[src/rtl/debounce_sync_pkg.sv]
// ---------------------------------------------------------------------------
// debounce_sync_pkg: shared defaults, state encoding and parameter check helper
// Rev 1.0
// ---------------------------------------------------------------------------
`timescale 1ns/1ps
`default_nettype none

package debounce_sync_pkg;

  localparam int DEB_STABLE_DEFAULT = 16;
  localparam int DEB_CNT_W_DEFAULT  = 5;

  // The debounced level is itself the state: low or high idle.
  localparam logic [0:0] ST_IDLE_LO = 1'b0;
  localparam logic [0:0] ST_IDLE_HI = 1'b1;

  typedef struct packed {
    logic rise;
    logic fall;
  } deb_edge_t;

  function automatic bit deb_cnt_w_ok(input int stable, input int cnt_w);
    return (stable >= 1) && ((2 ** cnt_w) > (stable - 1));
  endfunction

endpackage

`default_nettype wire

[src/rtl/debounce_sync_sync_2ff.sv]
// ---------------------------------------------------------------------------
// sync_2ff: two-flop synchroniser for one asynchronous level, reset to 0
// Rev 1.0
// ---------------------------------------------------------------------------
`timescale 1ns/1ps
`default_nettype none

module sync_2ff (
  input  logic clk,
  input  logic rst,
  input  logic d,
  output logic q
);

  logic meta_q, meta_d;
  logic sync_q, sync_d;

  always_comb begin
    meta_d = d;
    sync_d = meta_q;
  end

  always_ff @(posedge clk) begin
    if (rst) begin
      meta_q <= 1'b0;
      sync_q <= 1'b0;
    end else begin
      meta_q <= meta_d;
      sync_q <= sync_d;
    end
  end

  assign q = sync_q;

endmodule

`default_nettype wire

[src/rtl/debounce_sync.sv]
// ---------------------------------------------------------------------------
// debounce_sync: synchronise a raw level, require STABLE_CYCLES of agreement
// before the output follows, and strobe rise/fall on each output change.
// Rev 1.0
// ---------------------------------------------------------------------------
`timescale 1ns/1ps
`default_nettype none

module debounce_sync
  import debounce_sync_pkg::*;
#(
  parameter int STABLE_CYCLES = DEB_STABLE_DEFAULT,
  parameter int CNT_W         = DEB_CNT_W_DEFAULT
) (
  input  logic clk,
  input  logic rst,
  input  logic a_raw,
  output logic y,
  output logic rise,
  output logic fall
);

  generate
    if (!deb_cnt_w_ok(STABLE_CYCLES, CNT_W)) begin : g_bad_cnt_w
      $error("debounce_sync: need STABLE_CYCLES>=1 and 2**CNT_W > STABLE_CYCLES-1");
    end
  endgenerate

  localparam logic [CNT_W-1:0] CNT_TERM = CNT_W'(STABLE_CYCLES - 1);

  logic a_sync;

  sync_2ff u_sync (
    .clk (clk),
    .rst (rst),
    .d   (a_raw),
    .q   (a_sync)
  );

  logic [CNT_W-1:0] cnt_q, cnt_d;
  logic [0:0]       y_q, y_d;
  deb_edge_t        edge_q, edge_d;

  // Any agreement between a_sync and y restarts the stability count.
  always_comb begin
    cnt_d  = '0;
    y_d    = y_q;
    edge_d = '{rise: 1'b0, fall: 1'b0};
    if (a_sync != y_q[0]) begin
      if (cnt_q == CNT_TERM) begin
        y_d         = a_sync ? ST_IDLE_HI : ST_IDLE_LO;
        edge_d.rise = a_sync;
        edge_d.fall = ~a_sync;
      end else begin
        cnt_d = cnt_q + CNT_W'(1);
      end
    end
  end

  always_ff @(posedge clk) begin
    if (rst) begin
      cnt_q  <= '0;
      y_q    <= ST_IDLE_LO;
      edge_q <= '{rise: 1'b0, fall: 1'b0};
    end else begin
      cnt_q  <= cnt_d;
      y_q    <= y_d;
      edge_q <= edge_d;
    end
  end

  assign y    = y_q[0];
  assign rise = edge_q.rise;
  assign fall = edge_q.fall;

endmodule

`default_nettype wire
[config.mk]
export PLATFORM = sky130hd
export DESIGN_NAME = debounce_sync
export DESIGN_NICKNAME = d
export VERILOG_FILES = /design/src/rtl/debounce_sync_pkg.sv /design/src/rtl/debounce_sync_sync_2ff.sv /design/src/rtl/debounce_sync.sv
export SDC_FILE = /design/constraint.sdc
export NUM_CORES = 1
export LEC_CHECK = 0
export ABC_AREA = 1
export ABC_CLOCK_PERIOD_IN_PS = 1700
export CORE_MARGIN = 2
export CORE_UTILIZATION = 25
export CTS_CLUSTER_SIZE = 8
export DETAILED_ROUTE_END_ITERATION = 12
export GPL_TIMING_DRIVEN = 0
export PLACE_DENSITY = 0.45
export SLEW_MARGIN = 20
export SYNTH_ARGS = -nofsm -noshare
export SYNTH_HDL_FRONTEND = slang
export SYNTH_HIERARCHICAL = 1
export SYNTH_SLANG_ARGS = --single-unit
[constraint.sdc]
create_clock -name clk -period 1.7 [get_ports clk]
set_input_delay 0.34 -clock clk [delete_from_list [all_inputs] [get_ports clk]]
set_output_delay 0.34 -clock clk [all_outputs]
set_load 0.01 [all_outputs]
==> flow_metrics.tcl <==
set metrics [dict create \
    status "complete, no violations" \
    nNetsFinal 59 \
    peakVddDrop_mv 0.324 \
    wl_per_cell_um 8.49 \
    ant_nets 0 \
    fp-row-count 14 \
    die_area_um2 1860 \
    pre_cts_ws_ns 0.352 \
    power_switching_mw 0.0893 \
    yosysWarningCount 6 \
    min_path_type "flip-flop to flip-flop" \
    cts_tree "built" \
    cts.sinks 10 \
    antenna_found_initial 0 \
    antenna_cells 0 \
    dp.cells 65 \
    die_h_um 43.1 \
    arrival_ns 1.23 \
    drtIter0Drc 1 \
    crit_type "flip-flop to output pin" \
    fmax_ghz 0.638 \
    synth_seq_cells 10 \
    drive_above_1_share_pct 13.5 \
    cts_buffer_depth 2 \
    fin_tns_setup_ns 0 \
    grt_pass1_wl_um 979 \
    finClkSkew_ns 0.00195 \
    cellLeakagePower_nw 0.202 \
    postCtsHoldBufs 0 \
    grt_max_degree 6 \
    grt-ovfl-total 0 \
    gp_congestion 0.634 \
    cp_top_family "buffers and inverters" \
    clkPwrFrac_pct 39.1 \
    die_w_um 43.1 \
    post-route-drc-count 0 \
    placed_area_um2 453 \
    combPwrFrac_pct 3.3 \
    grt_setup_unrepaired "false" \
    layout_common_cells "dfxtp_1 (10), inv_1 (9), nor2_1 (8)" \
    setup_ws_ns 0.133 \
    cp.required_ns 1.36 \
    cellPowerDensity_nw_per_um2 873 \
    grt_usage_pct 7.55 \
    boundaryPins 6 \
    fin_area_um2 475 \
    hold_viol 0 \
    dp_hpwl_um 398 \
    postRouteWirelength_um 577 \
    path_max_fanout 5 \
    cap_violations 0 \
    tightestPinTransition_ns 0.168 \
    core_region_area_um2 1470 \
    root_buffer "clkbuf_4" \
    start_util_pct 26.0 \
    setup_violations 0 \
    fin_cells 68 \
    power.internal_mw 0.326 \
    syn2layout_area_growth_pct 24.2 \
    cp_cell_sequence "clkdlybuf4s50_1" \
    cts_setup_buffers 0 \
    n_fill_cell 172 \
    synthCells 44 \
    ys_seq_area_share_pct 52.3 \
    slowest_stage "clkdlybuf4s50_1" \
    drt-pass1-iter-count 2 \
    grt_pass1_vias 232 \
    report.final.slew_viol_count 0 \
    clk_pin_slew_ns 0.07 \
    worstSetupEndpointType "output pin" \
    synth_cell_types 12 \
    pwr-share-seq_pct 57.6 \
    synth_nets 49 \
    finalCritPeriodShare_pct 92.2 \
    htreeDepth 1 \
    crit_buf_inv 1 \
    cpPeakStageDelay_ns 0.56 \
    port-buffer-count 5 \
    numCtsBuffers 3 \
    slew-limit-headroom_pct 88.8 \
    cts_resized 0 \
    final_common_cell "dfxtp_1" \
    swShare_pct 21.5 \
    vias_per_cell 3.97 \
    post-route-min-period_ns 1.57 \
    worstSkewPairLatency_ns 0.26 \
    syn_area_per_cell_um2 8.70 \
    start_kind "flip-flop" \
    synthesis.area_um2 383 \
    via_count 270 \
]
## logic make-up after synthesis
kind of cell / after synthesis / synth area share (%)
AND/OR/NAND/NOR: 19 / 26.1
buffers and inverters: 11 / 10.8
flip-flops: 10 / 52.3
adder cells (fa/ha/maj): 2 / 6.53
AO/OA/AOI/OAI: 1 / 1.96
XOR/XNOR: 1 / 2.29
## worst paths after layout
kind                      start       end  slack [ns]  depth (start not counted)
setup / recovery              y         y        0.13                          1
hold / removal    u_sync/meta_q  u_sync/q        0.41                          2
setup reg to reg       cnt_q[0]         y        0.35                          7
hold reg to reg   u_sync/meta_q  u_sync/q        0.41                          2
## layer usage
metal	global-route usage [%]	wire [um]	vias to the layer above
met5	0	0	-
met4	9.09	14	0
met3	1.28	15	2
met2	10.1	254	5
met1	9.02	292	111
li1	-	-	152
## flip-flops by register name, summed over array words and instances, names as in the netlist
register,cells
u_sync/meta_q,1
fall,1
u_sync/q,1
y,1
rise,1
cnt_q,5
## stage by stage
step / hold WS (ns) / power, mW / util (%)
after CTS: 0.405 / 0.421 / 32.3
final: 0.405 / 0.415 / 32.3
after detailed placement: 0.395 / 0.258 / 30.8
after floorplan: 0.388 / 0.251 / -
after global placement: 0.394 / 0.258 / 30.8
after global routing: 0.421 / 0.437 / 32.3
## power by group through the flow
stage               Clock (mW)  Sequential [mW]  Combinational [mW]
detailed placement           0            0.244              0.0139
finish                   0.162            0.239              0.0138
global route             0.182            0.239              0.0153
global placement             0            0.244              0.0137
CTS                      0.168            0.239              0.0139
floorplan                    0            0.244             0.00738
## area by class of cell
class,instances,area (um2),area share [%]
Inverter,11,41.3,8.68
Timing Repair Buffer,5,50.0,10.5
Multi-Input combinational cell,23,141,29.7
Sequential cell,10,200,42.1
Tap cell,16,20.0,4.21
Clock buffer,3,22.5,4.74
## synthesized netlist by cell type
cell	count	share of area, %
inv_2	2	2.0
nand2_1	5	4.9
nand2_2	1	1.6
nor2_1	8	7.8
dfxtp_1	10	52
nand4_1	3	4.9
nand3_1	1	1.3
xnor2_1	1	2.3
ha_1	2	6.5
inv_1	9	8.8
o211ai_1	1	2.0
nand4_4	1	5.6
(Power assumes the default switching activity.)
